### config.mk
export PLATFORM = sky130hd
export DESIGN_NAME = hash_job_sequencer
export DESIGN_NICKNAME = d
export VERILOG_FILES = /design/src/rtl/hash_job_sequencer.sv
export SDC_FILE = /design/constraint.sdc
export NUM_CORES = 1
export LEC_CHECK = 0
export BUFFER_PORTS_ARGS = -buffer_cell sky130_fd_sc_hd__buf_4
export CORE_MARGIN = 3
export CORE_UTILIZATION = 39
export CTS_BUF_LIST = sky130_fd_sc_hd__clkbuf_16
export DETAILED_ROUTE_END_ITERATION = 16
export PLACE_DENSITY = 0.67
export SYNTH_ARGS = -nofsm -noshare
export SYNTH_HDL_FRONTEND = slang
export SYNTH_SLANG_ARGS = --single-unit
### constraint.sdc
create_clock -name clk -period 9.2 [get_ports clk]
set_input_delay 1.38 -clock clk [delete_from_list [all_inputs] [get_ports clk]]
set_output_delay 1.38 -clock clk [all_outputs]
set_load 0.01 [all_outputs]
### src/rtl/hash_job_sequencer.sv
// hash_job_sequencer
//   Runs one SHA-3/SHAKE hash core job end to end by driving the 20-bit
//   args command word through load, absorb, finalize and squeeze. It counts
//   input words (wen) and output words (dout_req), so the core's stream
//   front ends can move data without software timing the phases.
//
// Ports
//   clk, rst        clock, asynchronous active-high reset
//   job_valid       job request; accepted only while job_ready=1
//   job_ready       combinational: sequencer is in IDLE
//   job_mode        0=SHA3_256 1=SHA3_512 2=SHAKE_128 3=SHAKE_256
//                   4=SHA3_224 5=SHA3_384
//   job_mask        masked implementation select
//   job_in_words    32-bit words to absorb
//   job_out_words   32-bit words to squeeze (0 = mode default length)
//   args            registered command word to the core
//   src_rst         one-cycle pulse on the first LOAD cycle
//   wen, dout_req   core input/output word strobes (observed only)
//   core_done       core finalize-complete indication
//   busy            job in progress (any state but IDLE)
//   job_done        one-cycle pulse when a job completes
//   job_err         one-cycle pulse on a rejected or aborted job
//   ovf             sticky: stray wen/dout_req/core_done outside its phase

module hash_job_sequencer #(
    parameter int unsigned LOAD_CYC = 4,
    parameter int unsigned GAP_CYC  = 2,
    parameter int unsigned TIMEOUT  = 4096,
    parameter int unsigned CW       = 16
) (
    input  logic          clk,
    input  logic          rst,
    input  logic          job_valid,
    output logic          job_ready,
    input  logic [2:0]    job_mode,
    input  logic          job_mask,
    input  logic [CW-1:0] job_in_words,
    input  logic [CW-1:0] job_out_words,
    output logic [19:0]   args,
    output logic          src_rst,
    input  logic          wen,
    input  logic          dout_req,
    input  logic          core_done,
    output logic          busy,
    output logic          job_done,
    output logic          job_err,
    output logic          ovf
);

    localparam int unsigned PH_MAX = (LOAD_CYC > GAP_CYC) ? LOAD_CYC : GAP_CYC;
    localparam int unsigned PH_W   = (PH_MAX > 1) ? $clog2(PH_MAX) : 1;
    localparam int unsigned WD_W   = $clog2(TIMEOUT + 1);

    typedef enum logic [2:0] {
        S_IDLE,
        S_LOAD,
        S_ABSORB,
        S_GAP1,
        S_FINAL,
        S_GAP2,
        S_SQUEEZE,
        S_DONE
    } state_t;

    state_t        state_q, state_d;
    logic [2:0]    mode_q, mode_d;
    logic          mask_q, mask_d;
    logic [CW-1:0] in_words_q, in_words_d;
    logic [CW-1:0] out_words_q, out_words_d;
    logic [CW-1:0] in_cnt_q, in_cnt_d;
    logic [CW-1:0] out_cnt_q, out_cnt_d;
    logic [PH_W-1:0] ph_q, ph_d;
    logic [WD_W-1:0] wd_q, wd_d;
    logic [19:0]   args_q, args_d;
    logic          src_rst_q, src_rst_d;
    logic          busy_q, busy_d;
    logic          done_q, done_d;
    logic          err_q, err_d;
    logic          ovf_q, ovf_d;

    logic          reject;
    logic          watched;
    logic [CW:0]   in_next;
    logic [CW:0]   out_next;

    function automatic logic [CW-1:0] default_out(input logic [2:0] m);
        case (m)
            3'd0:    return CW'(8);
            3'd1:    return CW'(16);
            3'd4:    return CW'(7);
            3'd5:    return CW'(12);
            default: return '0;
        endcase
    endfunction

    function automatic logic [19:0] args_for(input state_t s, input logic [2:0] m,
                                             input logic k);
        logic [19:0] a;
        a      = '0;
        a[2:0] = m;
        a[3]   = k;
        case (s)
            S_IDLE:    a = '0;
            S_LOAD:    a[15] = 1'b1;
            S_ABSORB:  begin a[18] = 1'b1; a[9] = 1'b1; end
            S_FINAL:   a[17] = 1'b1;
            S_SQUEEZE: a[16] = 1'b1;
            default:   ;
        endcase
        return a;
    endfunction

    assign reject = (job_mode > 3'd5) ||
                    (((job_mode == 3'd2) || (job_mode == 3'd3)) && (job_out_words == '0));
    assign watched  = (state_q == S_ABSORB) || (state_q == S_FINAL) || (state_q == S_SQUEEZE);
    assign in_next  = {1'b0, in_cnt_q} + (CW+1)'(1);
    assign out_next = {1'b0, out_cnt_q} + (CW+1)'(1);

    always_comb begin
        state_d     = state_q;
        mode_d      = mode_q;
        mask_d      = mask_q;
        in_words_d  = in_words_q;
        out_words_d = out_words_q;
        in_cnt_d    = in_cnt_q;
        out_cnt_d   = out_cnt_q;
        ph_d        = ph_q;
        wd_d        = wd_q;
        ovf_d       = ovf_q;
        err_d       = 1'b0;

        case (state_q)
            S_IDLE: begin
                if (job_valid) begin
                    ovf_d       = 1'b0;
                    mode_d      = job_mode;
                    mask_d      = job_mask;
                    in_words_d  = job_in_words;
                    out_words_d = (job_out_words != '0) ? job_out_words : default_out(job_mode);
                    in_cnt_d    = '0;
                    out_cnt_d   = '0;
                    ph_d        = '0;
                    if (reject) err_d = 1'b1;
                    else        state_d = S_LOAD;
                end
            end
            S_LOAD: begin
                if (ph_q == PH_W'(LOAD_CYC - 1)) begin
                    ph_d    = '0;
                    state_d = (in_words_q == '0) ? S_GAP1 : S_ABSORB;
                end else begin
                    ph_d = ph_q + 1'b1;
                end
            end
            S_ABSORB: begin
                if (wen) begin
                    if (in_cnt_q != '1) in_cnt_d = in_cnt_q + 1'b1;
                    if (in_next >= {1'b0, in_words_q}) state_d = S_GAP1;
                end
            end
            S_GAP1, S_GAP2: begin
                if (ph_q == PH_W'(GAP_CYC - 1)) begin
                    ph_d    = '0;
                    state_d = (state_q == S_GAP1) ? S_FINAL : S_SQUEEZE;
                end else begin
                    ph_d = ph_q + 1'b1;
                end
            end
            S_FINAL: begin
                if (core_done) state_d = S_GAP2;
            end
            S_SQUEEZE: begin
                if (dout_req) begin
                    if (out_cnt_q != '1) out_cnt_d = out_cnt_q + 1'b1;
                    if (out_next >= {1'b0, out_words_q}) state_d = S_DONE;
                end
            end
            S_DONE: state_d = S_IDLE;
            default: state_d = S_IDLE;
        endcase

        // Strobes outside their own phase are dropped and flagged.
        if (wen && (state_q != S_ABSORB))       ovf_d = 1'b1;
        if (dout_req && (state_q != S_SQUEEZE)) ovf_d = 1'b1;
        if (core_done && (state_q != S_FINAL))  ovf_d = 1'b1;

        // Stall watchdog: any strobe or phase change restarts it; expiry aborts.
        if (!watched || wen || dout_req || (state_d != state_q)) begin
            wd_d = '0;
        end else if (wd_q == WD_W'(TIMEOUT - 1)) begin
            wd_d    = '0;
            err_d   = 1'b1;
            state_d = S_IDLE;
        end else begin
            wd_d = wd_q + 1'b1;
        end

        // Outputs are registered from the next state so they line up with it.
        args_d    = args_for(state_d, mode_d, mask_d);
        src_rst_d = (state_d == S_LOAD) && (state_q != S_LOAD);
        busy_d    = (state_d != S_IDLE);
        done_d    = (state_d == S_DONE);
    end

    always_ff @(posedge clk or posedge rst) begin
        if (rst) begin
            state_q     <= S_IDLE;
            mode_q      <= '0;
            mask_q      <= 1'b0;
            in_words_q  <= '0;
            out_words_q <= '0;
            in_cnt_q    <= '0;
            out_cnt_q   <= '0;
            ph_q        <= '0;
            wd_q        <= '0;
            args_q      <= '0;
            src_rst_q   <= 1'b0;
            busy_q      <= 1'b0;
            done_q      <= 1'b0;
            err_q       <= 1'b0;
            ovf_q       <= 1'b0;
        end else begin
            state_q     <= state_d;
            mode_q      <= mode_d;
            mask_q      <= mask_d;
            in_words_q  <= in_words_d;
            out_words_q <= out_words_d;
            in_cnt_q    <= in_cnt_d;
            out_cnt_q   <= out_cnt_d;
            ph_q        <= ph_d;
            wd_q        <= wd_d;
            args_q      <= args_d;
            src_rst_q   <= src_rst_d;
            busy_q      <= busy_d;
            done_q      <= done_d;
            err_q       <= err_d;
            ovf_q       <= ovf_d;
        end
    end

    assign job_ready = (state_q == S_IDLE);
    assign args      = args_q;
    assign src_rst   = src_rst_q;
    assign busy      = busy_q;
    assign job_done  = done_q;
    assign job_err   = err_q;
    assign ovf       = ovf_q;

endmodule

# [Word level (Yosys, flattened, before mapping)]
# Index checks and enable logic that the tools add are counted.
[word_totals] ff_bits=105 input_bits=42 output_inout_bits=26 word_cells=135
[op_classes] add_sub_neg=6 n_lt_le_gt_ge=3 eq_ne=32 n_mux=48 n_reduce_logical=31
[op_table] op="2-to-1 mux 16 bit" n=6
[op_table] op="case mux 16 bit (2 select lines)" n=2
[op_table] op="2-to-1 mux 3 bit" n=13
[op_table] op="adder 16 x 1 -> 17 bit, second input constant" n=2
[op_table] op=">= comparator 17 x 16 -> 1 bit" n=2
[op_table] op="adder 16 x 1 -> 16 bit, second input constant" n=2
[op_table] op="zero test 16 bit" n=2
[op_table] op="inequality test 16 bit, second input constant" n=2
[op_table] op="equality test 3 bit, second input constant" n=9
[op_table] op="2-to-1 mux 13 bit" n=2
[op_table] op="case mux 3 bit (7 select lines)" n=1
[op_table] op="case mux 5 bit (4 select lines)" n=1
[op_table] op="2-to-1 mux 1 bit" n=17
[op_table] op="nonzero test 16 bit" n=1
[op_table] op="equality test 3 x 2 -> 1 bit, second input constant" n=5
[op_table] op="adder 13 x 1 -> 13 bit, second input constant" n=1
[op_table] op="equality test 13 x 12 -> 1 bit, second input constant" n=1
[op_table] op="equality test 3 x 1 -> 1 bit, second input constant" n=3
[op_table] op="zero test 3 bit" n=3
[op_table] op="2-to-1 mux 2 bit" n=4
[op_table] op="AND reduction 4 bit" n=2
[op_table] op="nonzero test 4 bit" n=2
[op_table] op="logical OR 1 bit" n=7
[op_table] op="inequality test 2 bit, second input constant" n=3
[op_table] op="other kinds (17)" n=27

# [Logic depth before layout (Yosys ltp)]
[depth] ltp_word=12 mapped_depth=16 depth_no_buf=15

# [Least setup slack after synthesis]
# No wires, ideal clock.
[synth_path] kind="flip-flop to flip-flop" startpoint="reg out_cnt_q[2]" endpoint="reg wd_q[11]" setup_ps=86 arrival_time_ps=3211 required_time_ps=9114 slack_ps=5903 path_stages_with_launch=17 n_path_buf=2 period_less_slack_ps=3297 path_cell_list="dfrtp_1 -> and3_1 -> and3_1 -> and3_1 -> and2_1 -> clkbuf_1 -> nand3_1 -> xnor2_1 -> ha_1 -> nand3_1 -> nor3_1 -> a2111oi_0 -> a31oi_1 -> a31oi_1 -> nand3_1 -> buf_2 -> nor3_1"
[synth_via] elab_chain_len=8
[synth_lines] element="start, declared" line="71" source="logic [CW-1:0] out_cnt_q, out_cnt_d;"
[synth_lines] element="start signal, assigned" line="229" source="out_cnt_q <= out_cnt_d;"
[synth_lines] element="adder 16 x 1 -> 17 bit" line="117" source="assign out_next = {1'b0, out_cnt_q} + (CW+1)'(1);"
[synth_lines] element=">= comparator 17 x 16 -> 1 bit" line="175" source="if (out_next >= {1'b0, out_words_q}) state_d = S_DONE;"
[synth_lines] element="2-to-1 mux 3 bit" line="175"
[synth_lines] element="2-to-1 mux 3 bit" line="173" source="if (dout_req) begin"
[synth_lines] element="case mux 3 bit (7 select lines)" line="132" source="case (state_q)"
[synth_lines] element="inequality test 3 bit" line="188" source="if (!watched || wen || dout_req || (state_d != state_q)) begin"
[synth_lines] element="logical OR 1 bit" line="188"
[synth_lines] element="2-to-1 mux 13 bit" line="188"
[synth_lines] element="named net wd_d[11]" line="73" source="logic [WD_W-1:0] wd_q, wd_d;"
[synth_lines] element="end signal, assigned" line="231" source="wd_q <= wd_d;"
[synth_lines] element="end, declared" line="73"
# The timed path passes the listed nets, and every way through them passes these cells.
# A chain may end at the register's enable or synchronous reset.

# [Final worst setup path]
[layout_path] startpoint="reg out_cnt_q[0]" endpoint="reg wd_q[11]"
# Same word-level chain as after synthesis.

==> flow_summary.ini <==
[outcome]
status = completed

[synth]
ys_seq_elements = 99
synth.distinct_cells = 47
synth_top_area_cell = dfrtp_1
synth_top_cells_by_count = dfrtp_1, nand2_1, o21ai_0, inv_1, nand3_1
synthTopCellsByArea = dfrtp_1, ha_1, nand2_1, o21ai_0, nand3_1
netlist_area_um2 = 5640
avgSynthCellArea_um2 = 8.94
synth_edf_count = 0
async_flop_share = 1.00
synth_top_area_frac = 0.439
yosysMostFrequentCell = dfrtp_1
synth_cells = 631
yosys_warnings = 0
synth-seq-area-share = 0.439
synthFlopType = dfrtp_1

[pwr]
p_switching_mw = 0.611
totalPowerFinal_mw = 1.56
power.density_nw_per_um2 = 243
clockPowerShare = 0.220
p_sw_frac = 0.391
power.internal_mw = 0.950
p_leak_nw = 3.20
ir_drop_mv = 0.139
p_seq_frac = 0.410
pwr-share-comb = 0.370

[final_layout]
fin_area_um2 = 6420
syn_to_final_growth_pct = 13.8
fin_util = 0.459
final_cells = 858
multi_input_area_um2 = 2840
drive_gt1_frac = 0.121
nNetsFinal = 755
regArea_um2 = 2480
antenna_cells = 0
fillers = 1362

[sta]
post-route-min-period_ns = 3.96
hold_ws_ns = 0.472
layout_setup_ws_ns = 5.24
hold_viol_final = 0
post-route-period-util = 0.430
max_freq_ghz = 0.253
fin_skew_ns = 0.0109
relSlewSlack = 0.300
finalSetupViolCount = 0
slew_viol_final = 0
final.setup.tns_ns = 0
rsz0062_at_grt = no
worst_pin_slew_ns = 1.05

[global_route]
grt_pass1_wl_um = 22100
antenna_found_initial = 0
grt_pass1_vias = 4435
grt_max_degree = 63
grt_overflow = 0
grt_usage = 0.171

[min_path]
hold-path-cell-count = 2
holdCritPathClass = reg -> reg

[place]
portBuffers = 56
place_area_um2 = 6160
dp_slack_ns = 5.28
place_congestion = 0.856
place_inst = 844
dp.final_hpwl_um = 9680

[floorplan]
die-height_um = 126
coreArea_um2 = 14000
die_x_um = 126
rows = 43
initial_core_util = 0.403
die-area_um2 = 15900
pin_count = 68

[clock_network]
cts_hold_buf = 0
cts_setup_buffers = 0
htree_num_levels = 3
post_cts_resized = 0
cts.clk_slew.worst_paths_ns = 0.07
cts-root-buf = clkbuf_16
clk_latency_ns = 0.36
tritoncts = built
cts_inserted_buffers = 9
clk_path_buf_depth = 2
cts_sinks = 99

[worst_setup_path]
critPathMaxFanout = 13
cp.required_ns = 9.46
crit_path_end_kind = register
rr_worst_depth = 14
cpPeakStageDelay_ns = 0.44
cp_num_buf_inv = 0
critical_path.cell_chain = ha_1 > and2_1 > and4_1 > and2_1 > nand3_1 > xnor2_1 > ha_1 > nand3_1 > nor3_1 > a2111oi_0 > a31oi_1 > a31oi_1 > nand3_1 > nor3_1
slowest_stage = a2111oi_0
worst-path-stages = 14
start_kind = register
path_class = reg -> reg
arrival_ns = 4.21
critPathTopFamily = simple AND/OR/NAND/NOR gates
cp_common_cell = nand3_1

[flow_run]
maxCapViolations = 0

[route]
first_iter_violations = 312
via_count = 4619
drc_errors = 0
dr.pass1.iters = 7
antenna_left = 0
viasPerCell = 5.38
wire_per_inst_um = 15.5
wirelength_um = 13300
tightest hold or removal path: stages (launching register included):
cell,delay (ns)
dfrtp_1,0.32
nand2_1,0.06
nand2_1,0.06
layout by cell type (no fill, tap or decap), drive strengths merged, types with 12 or more instances in the layout:
cell type,count
dfrtp,99
nand2,85
buf,60
o21ai,54
inv,45
nand3,43
ha,38
nor2,28
a21oi,28
xnor2,21
xor2,18
and3,17
nand2b,14
nor3,14
nand4,13
nor4,12
registers in the layout, summed over array words and instances (netlist names):
register     flops
wd_q            13
mask_q           1
args             8
ph_q             2
out_cnt_q       16
job_done         1
busy             1
mode_q           3
in_words_q      16
state_q          3
src_rst          1
ovf              1
in_cnt_q        16
job_err          1
out_words_q     16
power by group through the flow:
stage               clock network [mW]  logic (mW)  registers, mW
finish                           0.343       0.577          0.640
global route                     0.374       0.658          0.657
CTS                              0.355       0.580          0.639
detailed placement                   0       0.576          0.644
floorplan                            0       0.427          0.612
global placement                     0       0.550          0.643
routing by layer:
metal,vias up,wire (um),track usage
li1,2249,-,-
met1,2223,6080,0.233
met2,127,6320,0.271
met3,20,707,0.0420
met4,0,223,0.0530
met5,-,0,0
logic make-up after synthesis:
group	count (synthesis)	synth area share
and+or+nand+nor	247	0.217
AOI/OAI and AO/OA	124	0.132
DFF	99	0.439
buffers and inverters	82	0.0643
xor gates and xnor gates	39	0.0606
adders and majority gates	38	0.0843
other	1	0.000665
muxes	1	0.00200
path summary, 6_finish.rpt:
check | slack (ns) | endpoint | startpoint
max | 5.24 | wd_q[11] | out_cnt_q[0]
max reg2reg | 5.24 | wd_q[11] | out_cnt_q[0]
min in group asynchronous | 1.07 | out_words_q[0] | rst
max in group asynchronous | 7.00 | in_cnt_q[7] | rst
min | 0.47 | mode_q[1] | mode_q[1]
min reg2reg | 0.47 | mode_q[1] | mode_q[1]
final cells by class:
type,instances,share of cell area
multi-input combinational,460,0.442
sequential,99,0.386
timing repair buffer,60,0.0702
clock buffer,9,0.0351
tap,180,0.0351
inverter,45,0.0267
clock inverter,5,0.00507
(Power assumes the default switching activity.)
